===== config.mk =====
export PLATFORM = sky130hd
export DESIGN_NAME = uart_rx_cfg
export DESIGN_NICKNAME = d
export VERILOG_FILES = /design/src/rtl/uart_pkg.sv /design/src/rtl/uart_rx_sync.sv /design/src/rtl/uart_rx_cfg.sv
export SDC_FILE = /design/constraint.sdc
export NUM_CORES = 1
export LEC_CHECK = 0
export CAP_MARGIN = 15
export CORE_MARGIN = 2
export CORE_UTILIZATION = 25
export DETAILED_ROUTE_END_ITERATION = 16
export GPL_ROUTABILITY_DRIVEN = 0
export HOLD_SLACK_MARGIN = 0.05
export PLACE_DENSITY = 0.47
export SLEW_MARGIN = 20
export SYNTH_ARGS = -nofsm -noshare
export SYNTH_HDL_FRONTEND = slang
export SYNTH_SLANG_ARGS = --single-unit

===== constraint.sdc =====
create_clock -name sys_clk -period 2.3 [get_ports sys_clk]
set_input_delay 0.23 -clock sys_clk [delete_from_list [all_inputs] [get_ports sys_clk]]
set_output_delay 0.23 -clock sys_clk [all_outputs]
set_load 0.03 [all_outputs]

===== src/rtl/uart_pkg.sv =====
// UART shared definitions: parity modes, receiver state encoding, bit-period helper.
// Latency: n/a (constants and a pure function only).
// Backpressure: n/a.
package uart_pkg;

    // Parity mode selectors for the PARITY parameter
    localparam int PAR_NONE = 0;
    localparam int PAR_ODD  = 1;
    localparam int PAR_EVEN = 2;

    // Receiver FSM encoding
    localparam int         ST_W      = 3;
    localparam logic [2:0] ST_IDLE   = 3'd0;
    localparam logic [2:0] ST_START  = 3'd1;
    localparam logic [2:0] ST_DATA   = 3'd2;
    localparam logic [2:0] ST_PARITY = 3'd3;
    localparam logic [2:0] ST_STOP   = 3'd4;

    // Clock cycles per serial bit (integer division, shared with the transmitter)
    function automatic int bit_period(input int clk_freq, input int baud_rate);
        return clk_freq / baud_rate;
    endfunction

endpackage


===== src/rtl/uart_rx_sync.sv =====
// UART line synchronizer: 2-flop resync of uart_rxd plus falling-edge detect.
// Latency: rxd_s lags the pin by 2 cycles; fall pulses in the cycle rxd_s first reads 0.
// Backpressure: none; free-running.
// Ports: sys_clk/sys_rst clock and async active-low reset, uart_rxd raw pin,
//        rxd_s synchronized line, fall one-cycle falling-edge strobe.
module uart_rx_sync (
    input  logic sys_clk,
    input  logic sys_rst,
    input  logic uart_rxd,
    output logic rxd_s,
    output logic fall
);

    logic sync1;
    logic sync2;
    logic prev;

    // All flops reset to the idle-high line level so release never fakes an edge
    always_ff @(posedge sys_clk or negedge sys_rst) begin
        if (!sys_rst) begin
            sync1 <= 1'b1;
            sync2 <= 1'b1;
            prev  <= 1'b1;
        end else begin
            sync1 <= uart_rxd;
            sync2 <= sync1;
            prev  <= sync2;
        end
    end

    assign rxd_s = sync2;
    assign fall  = prev & ~sync2;

endmodule


===== src/rtl/uart_rx_cfg.sv =====
// Configurable UART receiver: start/data/parity/stop framing with mid-bit sampling.
// Latency: rx_valid one cycle after the final stop-bit mid sample (~2 sync + 1 detect cycles after pin).
// Backpressure: none; rx_valid is a one-cycle pulse, outputs hold until the next frame.
// Ports: sys_clk, sys_rst (async active-low), uart_rxd serial in (idle high, LSB first),
//        rx_data/rx_valid/parity_err/frame_err delivered frame, rx_busy high outside IDLE.
module uart_rx_cfg
    import uart_pkg::*;
#(
    parameter int CLK_FREQ  = 50000000,
    parameter int BAUD_RATE = 9600,
    parameter int DATA_BITS = 8,
    parameter int PARITY    = 0,
    parameter int STOP_BITS = 1
) (
    input  logic                 sys_clk,
    input  logic                 sys_rst,
    input  logic                 uart_rxd,
    output logic [DATA_BITS-1:0] rx_data,
    output logic                 rx_valid,
    output logic                 parity_err,
    output logic                 frame_err,
    output logic                 rx_busy
);

    localparam int BIT_PERIOD = bit_period(CLK_FREQ, BAUD_RATE);
    localparam int HALF       = BIT_PERIOD / 2;
    localparam int CNT_W      = $clog2(BIT_PERIOD) + 1;

    localparam logic [CNT_W-1:0] HALF_M1 = CNT_W'(HALF - 1);
    localparam logic [CNT_W-1:0] BIT_M1  = CNT_W'(BIT_PERIOD - 1);
    localparam logic [3:0]       DATA_M1 = 4'(DATA_BITS - 1);
    localparam logic [3:0]       STOP_M1 = 4'(STOP_BITS - 1);

    generate
        if (BIT_PERIOD < 8) begin : g_bad_period
            $error("uart_rx_cfg: BIT_PERIOD must be at least 8");
        end
        if (DATA_BITS < 5 || DATA_BITS > 8) begin : g_bad_data
            $error("uart_rx_cfg: DATA_BITS must be 5..8");
        end
        if (PARITY < 0 || PARITY > 2) begin : g_bad_parity
            $error("uart_rx_cfg: PARITY must be 0..2");
        end
        if (STOP_BITS < 1 || STOP_BITS > 2) begin : g_bad_stop
            $error("uart_rx_cfg: STOP_BITS must be 1..2");
        end
    endgenerate

    logic                 rxd_s;
    logic                 fall;
    logic [ST_W-1:0]      state;
    logic [CNT_W-1:0]     cnt;
    logic [3:0]           bit_idx;
    logic [DATA_BITS-1:0] shift;
    logic                 par_bit;
    logic                 fe_acc;
    logic                 armed;
    logic                 tick;
    logic                 stop_fe;
    logic                 perr;

    uart_rx_sync u_sync (
        .sys_clk  (sys_clk),
        .sys_rst  (sys_rst),
        .uart_rxd (uart_rxd),
        .rxd_s    (rxd_s),
        .fall     (fall)
    );

    // First sample lands half a bit after start detection, every later one a full bit on
    assign tick    = (state == ST_START) ? (cnt == HALF_M1) : (cnt == BIT_M1);
    assign stop_fe = fe_acc | ~rxd_s;
    assign rx_busy = (state != ST_IDLE);

    always_comb begin
        perr = 1'b0;
        if (PARITY == PAR_ODD) begin
            perr = ~((^shift) ^ par_bit);
        end else if (PARITY == PAR_EVEN) begin
            perr = (^shift) ^ par_bit;
        end
    end

    always_ff @(posedge sys_clk or negedge sys_rst) begin
        if (!sys_rst) begin
            state      <= ST_IDLE;
            cnt        <= '0;
            bit_idx    <= '0;
            shift      <= '0;
            par_bit    <= 1'b0;
            fe_acc     <= 1'b0;
            armed      <= 1'b1;
            rx_data    <= '1;
            rx_valid   <= 1'b0;
            parity_err <= 1'b0;
            frame_err  <= 1'b0;
        end else begin
            rx_valid <= 1'b0;
            if (rxd_s) begin
                armed <= 1'b1;
            end
            if (state == ST_IDLE) begin
                cnt     <= '0;
                bit_idx <= '0;
                if (fall && armed) begin
                    state <= ST_START;
                end
            end else if (!tick) begin
                cnt <= cnt + 1'b1;
            end else begin
                cnt <= '0;
                case (state)
                    ST_START: begin
                        // A start bit that is high again at mid-bit is a glitch
                        if (rxd_s) begin
                            state <= ST_IDLE;
                        end else begin
                            state  <= ST_DATA;
                            fe_acc <= 1'b0;
                        end
                    end
                    ST_DATA: begin
                        shift <= {rxd_s, shift[DATA_BITS-1:1]};
                        if (bit_idx == DATA_M1) begin
                            bit_idx <= '0;
                            state   <= (PARITY != PAR_NONE) ? ST_PARITY : ST_STOP;
                        end else begin
                            bit_idx <= bit_idx + 1'b1;
                        end
                    end
                    ST_PARITY: begin
                        par_bit <= rxd_s;
                        state   <= ST_STOP;
                    end
                    ST_STOP: begin
                        if (bit_idx == STOP_M1) begin
                            rx_data    <= shift;
                            parity_err <= perr;
                            frame_err  <= stop_fe;
                            rx_valid   <= 1'b1;
                            state      <= ST_IDLE;
                            // A framing error may be a break: wait for the line to go high
                            // before the next start edge is accepted
                            if (stop_fe) begin
                                armed <= 1'b0;
                            end
                        end else begin
                            fe_acc  <= stop_fe;
                            bit_idx <= bit_idx + 1'b1;
                        end
                    end
                    default: begin
                        state <= ST_IDLE;
                    end
                endcase
            end
        end
    end

endmodule


==> results of run 1 <==
-- how the worst max path moves through the flow --
stage | start | to | slack [ns] | cells after the start
after CTS | cnt[12]$_DFF_PN0_ | shift[0]$_DFFE_PN0P_ | 0.004 | 5
after detailed placement | state[1]$_DFFE_PN0P_ | shift[7]$_DFFE_PN0P_ | -0.05 | 5
final | state[1]$_DFFE_PN0P_ | shift[0]$_DFFE_PN0P_ | 0.02 | 5
after global routing | cnt[6]$_DFF_PN0_ | shift[0]$_DFFE_PN0P_ | -0.09 | 5
after floorplan | state[1]$_DFFE_PN0P_ | shift[0]$_DFFE_PN0P_ | -0.15 | 5
after global placement | state[1]$_DFFE_PN0P_ | shift[1]$_DFFE_PN0P_ | -0.04 | 5
-- final cells by class --
class / count / area [um^2]
sequential: 44 / 1120
multi-input combinational: 120 / 865
fill: 789 / 5220
tap: 102 / 128
clock inverter: 2 / 35.0
clock buffer: 6 / 72.6
inverter: 6 / 22.5
timing repair buffer: 31 / 272
-- critical path: cells and delay by family, from the launching register on --
kind | cells | cell delay (ns)
DFF | 1 | 0.37
buffers and inverters | 1 | 0.18
AOI/OAI and AO/OA | 1 | 0.31
and+or+nand+nor | 2 | 0.97
muxes | 1 | 0.34
-- cells by family (layout without fill, tap and decap cells) --
family                     count (synthesis)  count (layout)  synth area share [%]
AOI/OAI and AO/OA                         18              18                  7.38
xor gates and xnor gates                  12              12                  5.25
adders and majority gates                  3               3                  1.88
buffers and inverters                     11              45                  2.38
DFF                                       44              44                  55.8
muxes                                     16              16                  9.01
other                                      1               1                 0.187
and+or+nand+nor                           70              70                  18.1
-- synth_stat cells --
cell type,number,area [um^2]
or4bb_1,1,11.3
o32ai_1,2,17.5
nand4_1,6,37.5
a22oi_1,1,7.51
nand2b_1,2,12.5
clkbuf_1,2,7.51
conb_1,1,3.75
nor3_1,2,10.0
and4_1,3,26.3
o31ai_1,1,7.51
nor4b_1,1,8.76
a2111oi_4,1,27.5
nand2_1,13,48.8
buf_4,1,7.51
xor2_1,10,87.6
and2_1,4,25.0
nor2b_1,1,6.26
or3b_1,1,8.76
nor3b_1,1,7.51
dfstp_2,12,315
or4_1,1,7.51
a31oi_1,2,12.5
a22o_1,1,8.76
inv_1,5,18.8
a21o_1,2,15.0
nor2_1,21,78.8
o21ai_0,3,15.0
ha_1,3,37.5
and3_1,2,12.5
mux2_2,16,180
a211o_1,1,8.76
nand3_1,8,40.0
a211oi_2,1,12.5
clkinv_1,1,3.75
a21oi_1,3,15.0
buf_2,2,10.0
nand3b_1,2,15.0
xnor2_1,2,17.5
nor4_1,1,6.26
dfrtp_1,32,801
-- flip-flops by register name, summed over array words and instances (netlist names) --
register / count
cnt: 14
u_sync.rxd_s: 1
state: 3
fe_acc: 1
u_sync.sync1: 1
frame_err: 1
u_sync.prev: 1
rx_data: 8
rx_valid: 1
armed: 1
shift: 8
bit_idx: 4
-- power groups by stage --
stage               Sequential (mW)  Clock (mW)  Combinational (mW)
global route                  0.871       0.626               0.310
global placement              0.879           0               0.275
finish                        0.864       0.568               0.278
CTS                           0.866       0.597               0.279
detailed placement            0.880           0               0.278
floorplan                     0.878           0               0.159
-- routing by layer --
layer  wire (um)  part of all wire, %  vias up  global-route usage, %
li1            -                    -      682                      -
met5           0                    0        -                      0
met1        1970                   52      647                   14.6
met4          30                 0.79        0                   2.94
met3         121                  3.2        5                   2.58
met2        1700                   44       21                   15.0
-- through the flow --
stage | std cells | instance area, um^2
after floorplan | 175 | 2000
after global placement | 303 | 2360
after detailed placement | 303 | 2360
after CTS | 311 | 2480
after global routing | 311 | 2510
final | 311 | 2510
-- what timing repair did --
action,CTS,global route
endpoints found under the setup margin,11,28
resized for setup,2,8
gates cloned,0,0
endpoints found under the hold margin,0,0
pin swaps,0,0
==> impl_metrics.csv, run 1 <==
group,metric,value,unit
status,status,"finished clean",
global_route,groute.usage.overall,10.1,%
finish,finalCoreUtilization,32.5,%
power,netSwitchingFraction,26.4,%
die,floorplan.io_pins,15,
power,pwr-share-comb,16.3,%
setup_path,reg2reg_depth,5,
routing,remaining_number_of_nets_flagged_by_the_antenna_check_after_routing,0,
setup_path,worstPathArrival,2.46,ns
die,rows,32,
setup_path,worst-setup-path-type,"reg -> reg",
routing,drc,0,
global_route,global_route.overflow_total,0,
routing,via_count,1355,
clock_tree,clock_tree.root_cell,"clkbuf_8",
placement,place_worst_setup_slack,-0.0541,ns
run,cap_violations,0,
power,cellInternalPower,1.26,mW
synth,syn_nets,181,
routing,detailedRoute.firstPassIterationCount,4,
synth,yosys.cell_types.count,40,
setup_path,setup.worst_path.end_class,"flip-flop",
timing,setup_viol,0,
timing,hold_viol_final,0,
die,dieArea,8730,um^2
setup_path,worst-r2r-setup-slack,0.02,ns
timing,rsz0062_at_grt,"yes",
finish,final_net_count,214,
timing,fin_crit,2.28,ns
setup_path,worst-path-max-fanout,8,
die,start_util,25.9,%
finish,area_growth,25.5,%
timing,finalCritPeriodShare,99.2,%
timing,hold_ws,0.0413,ns
min_path,worst_hold_path_type,"in -> async",
clock_tree,cts.sink_count,44,
timing,tightestPinTransition,0.852,ns
clock_tree,tritoncts,"done",
clock_tree,htree_num_levels,2,
clock_tree,tritoncts.num_buffers,5,
power,clkPwrFrac,33.2,%
power,ir_worst_vdd,305,uV
setup_path,crit_required,2.48,ns
setup_path,timing.critical_path.from_type,"flip-flop",
finish,mostFrequentLayoutCell,"dfrtp_1",
clock_tree,clk_transition_reported_paths,0.08,ns
synth,syn_area,2000,um^2
power,pwr-share-seq,50.5,%
synth,post_synth_inst_count,175,
clock_tree,clockBufferDepth,2,
setup_path,cpMaxStageDelayCell,"or4_4",
power,power,1.71,mW
timing,slew-limit-headroom,43.2,%
clock_tree,cts_hold_buf,0,
die,core_region_area,7730,um^2
timing,fin_setup_tns,0,ns
timing,final_worst_clock_skew,0.00356,ns
power,power_per_cell_area,681,nW/um^2
placement,hpwlAfterDp,2.70,mm
timing,max_freq,0.438,GHz
timing,final-max-slew-violation-count,0,
die,die_height,93.5,um
placement,placement.io_buffers,13,
clock_tree,post-cts-setup-buffer-count,0,
setup_path,reg2reg_to,"shift[0]$_DFFE_PN0P_",
clock_tree,insertion_delay,0.29,ns
routing,detail_route.wirelength,3.82,mm
die,chipWidth,93.5,um
synth,synth.ff_latch_count,44,
power,power.leakage,1.09,nW
finish,layout_common_cells,"32 x dfrtp_1, 21 x nor2_1, 16 x mux2_2",
finish,post_route_cells_drive_above_1_share,29.2,%
setup_path,reg2reg_from,"state[1]$_DFFE_PN0P_",
finish,antenna_cells_inserted,0,
setup_path,slowest_delay,0.57,ns
routing,initialDrtViolationCount,38,
global_route,grt_pass1_vias,1450,
global_route,grt_first_pass_wirelength,7.02,mm
timing,postLayoutSetupSlackWorst,0.0185,ns
routing,detail_route.vias_per_cell,4.36,
synth,syn-mean-instance-area,11.4,um^2
setup_path,path_cells,"or3b_1, or4_4, a2111oi_4, buf_6, mux2_2",
global_route,antenna_found_initial,0,
routing,drt-wirelength-per-cell,12.3,um
global_route,grt_start_max_net_pins,40,
power,p_sw,0.452,mW
synth,yosys_warnings,0,
synth,seq_total_area_yosys,55.8,%
Note: power is estimated with default switching activity, not from simulation.
==> run 2: changes to the inputs <==
PLACE_DENSITY = 0.46   (was 0.47)
==> run 2 against run 1 <==
Compared with the run above:
- cell area is 1.4% lower
- first-iteration DRC count grew 32%
- via count increased by 0.89%
- wire length up 4.0%
- utilization shrank 0.47 points
- clock skew up 0.0017 ns
==> impl_metrics.csv, run 2 (synthesis gave the netlist of run 1 again) <==
group,metric,value,unit
clock_tree,post-cts-setup-buffer-count,0,
clock_tree,htree_num_levels,2,
timing,finalCritPeriodShare,99.8,%
power,power.leakage,1.07,nW
power,power_per_cell_area,651,nW/um^2
routing,via_count,1367,
routing,detailedRoute.firstPassIterationCount,6,
timing,max_freq,0.436,GHz
clock_tree,cts.sink_count,44,
die,dieArea,8730,um^2
placement,dpl.cell_count,303,
setup_path,timing.critical_path.from_type,"flip-flop",
timing,hold_viol_final,0,
clock_tree,clockBufferDepth,2,
placement,placement.io_buffers,13,
finish,post_route_cells_drive_above_1_share,28.2,%
global_route,global_route.overflow_total,0,
finish,reg_top3,"cnt: 14 flops, rx_data: 8 flops, shift: 8 flops",
routing,drt-wirelength-per-cell,12.8,um
clock_tree,insertion_delay,0.29,ns
routing,detail_route.wirelength,3.97,mm
min_path,worst_hold_path_type,"in -> reg",
timing,fin_setup_tns,0,ns
routing,detail_route.vias_per_cell,4.40,
die,core_region_area,7730,um^2
setup_path,crit_required,2.48,ns
routing,initialDrtViolationCount,50,
finish,regMostFlops,"cnt",
power,power,1.61,mW
finish,layout_common_cells,"32 x dfrtp_1, 21 x nor2_1, 16 x mux2_2, 16 x buf_4, 13 x nand2_1",
global_route,grt_start_max_net_pins,21,
placement,place_worst_setup_slack,-0.106,ns
status,status,"finished clean",
finish,final_net_count,215,
die,die_height,93.5,um
setup_path,worstPathArrival,2.48,ns
setup_path,worst-setup-path-type,"reg -> reg",
setup_path,worst-path-max-fanout,8,
die,floorplan.io_pins,15,
global_route,antenna_found_initial,0,
timing,final_worst_clock_skew,0.00527,ns
global_route,grt_first_pass_wirelength,7.15,mm
timing,final-max-slew-violation-count,0,
die,chipWidth,93.5,um
clock_tree,tritoncts,"done",
clock_tree,clock_tree.root_cell,"clkbuf_8",
timing,fin_crit,2.30,ns
die,start_util,25.9,%
timing,setup_viol,0,
finish,largest_reg_flops,14,
placement,hpwlAfterDp,2.79,mm
finish,mostFrequentLayoutCell,"dfrtp_1",
global_route,grt_pass1_vias,1464,
power,ir_worst_vdd,208,uV
finish,antenna_cells_inserted,0,
clock_tree,clk_transition_reported_paths,0.08,ns
global_route,groute.usage.overall,10.4,%
routing,drc,0,
timing,rsz0062_at_grt,"yes",
finish,final_cell_count_no_fill,311,
die,rows,32,
timing,postLayoutSetupSlackWorst,0.00404,ns
finish,area_growth,23.6,%
clock_tree,tritoncts.num_buffers,5,
timing,hold_ws,0.335,ns
routing,remaining_number_of_nets_flagged_by_the_antenna_check_after_routing,0,
setup_path,setup.worst_path.end_class,"flip-flop",
run,cap_violations,0,
==> run 2: report_power, final <==
group / switching [mW] / leakage, nW / internal (mW)
combinational: 0.164 / 0.472 / 0.117
clock: 0.261 / 0.0400 / 0.206
sequential: 0.0403 / 0.562 / 0.823
total: 0.465 / 1.07 / 1.15
==> run 2: final timing paths <==
kind / startpoint / endpoint / slack [ns] / depth (start not counted)
max in group asynchronous: sys_rst / rx_data[7]$_DFFE_PN1P_ / 1.26 / 3
min in group asynchronous: sys_rst / cnt[12]$_DFF_PN0_ / 0.42 / 2
worst min register to register: u_sync.sync1$_DFF_PN1_ / u_sync.rxd_s$_DFF_PN1_ / 0.36 / 0
worst min-delay path: uart_rxd / u_sync.sync1$_DFF_PN1_ / 0.34 / 1
worst max register to register: cnt[12]$_DFF_PN0_ / shift[7]$_DFFE_PN0P_ / 0.004 / 5
worst max-delay path: cnt[12]$_DFF_PN0_ / shift[7]$_DFFE_PN0P_ / 0.004 / 5
==> run 2: metal layers <==
layer	up-vias	routed length [um]	GRT usage, %	share of wire [%]
met2	20	1740	14.9	44
met5	-	0	0	0
li1	672	-	-	-
met3	5	139	2.82	3.5
met1	670	2050	15.2	52
met4	0	42	2.94	1.1
==> run 2: final cells by class <==
class / instances / area, um^2
Fill cell: 806 / 5250
Sequential cell: 44 / 1120
Multi-Input combinational cell: 120 / 848
Timing Repair Buffer: 32 / 278
Tap cell: 102 / 128
Clock buffer: 5 / 68.8
Inverter: 6 / 22.5
Clock inverter: 2 / 12.5
==> run 2: critical path, stage by stage, from the launching register on <==
cell       delay, ns
dfrtp_1         0.38
or4bb_1         0.49
or4_4           0.48
a2111oi_4       0.32
buf_6           0.18
mux2_2          0.33
==> run 2: through the flow <==
step,cell area (um^2),utilization (%)
2_1_floorplan,2000,-
3_3_place_gp,2360,30.6
3_5_place_dp,2360,30.6
4_1_cts,2460,31.9
5_1_grt,2470,32.0
6_report,2470,32.0
==> run 2: timing repair <==
item | in CTS | in global routing
endpoints found under the hold margin | 14 | 0
resized for setup | 2 | 3
hold buffers | 1 | 0
setup endpoints to repair | 17 | 16
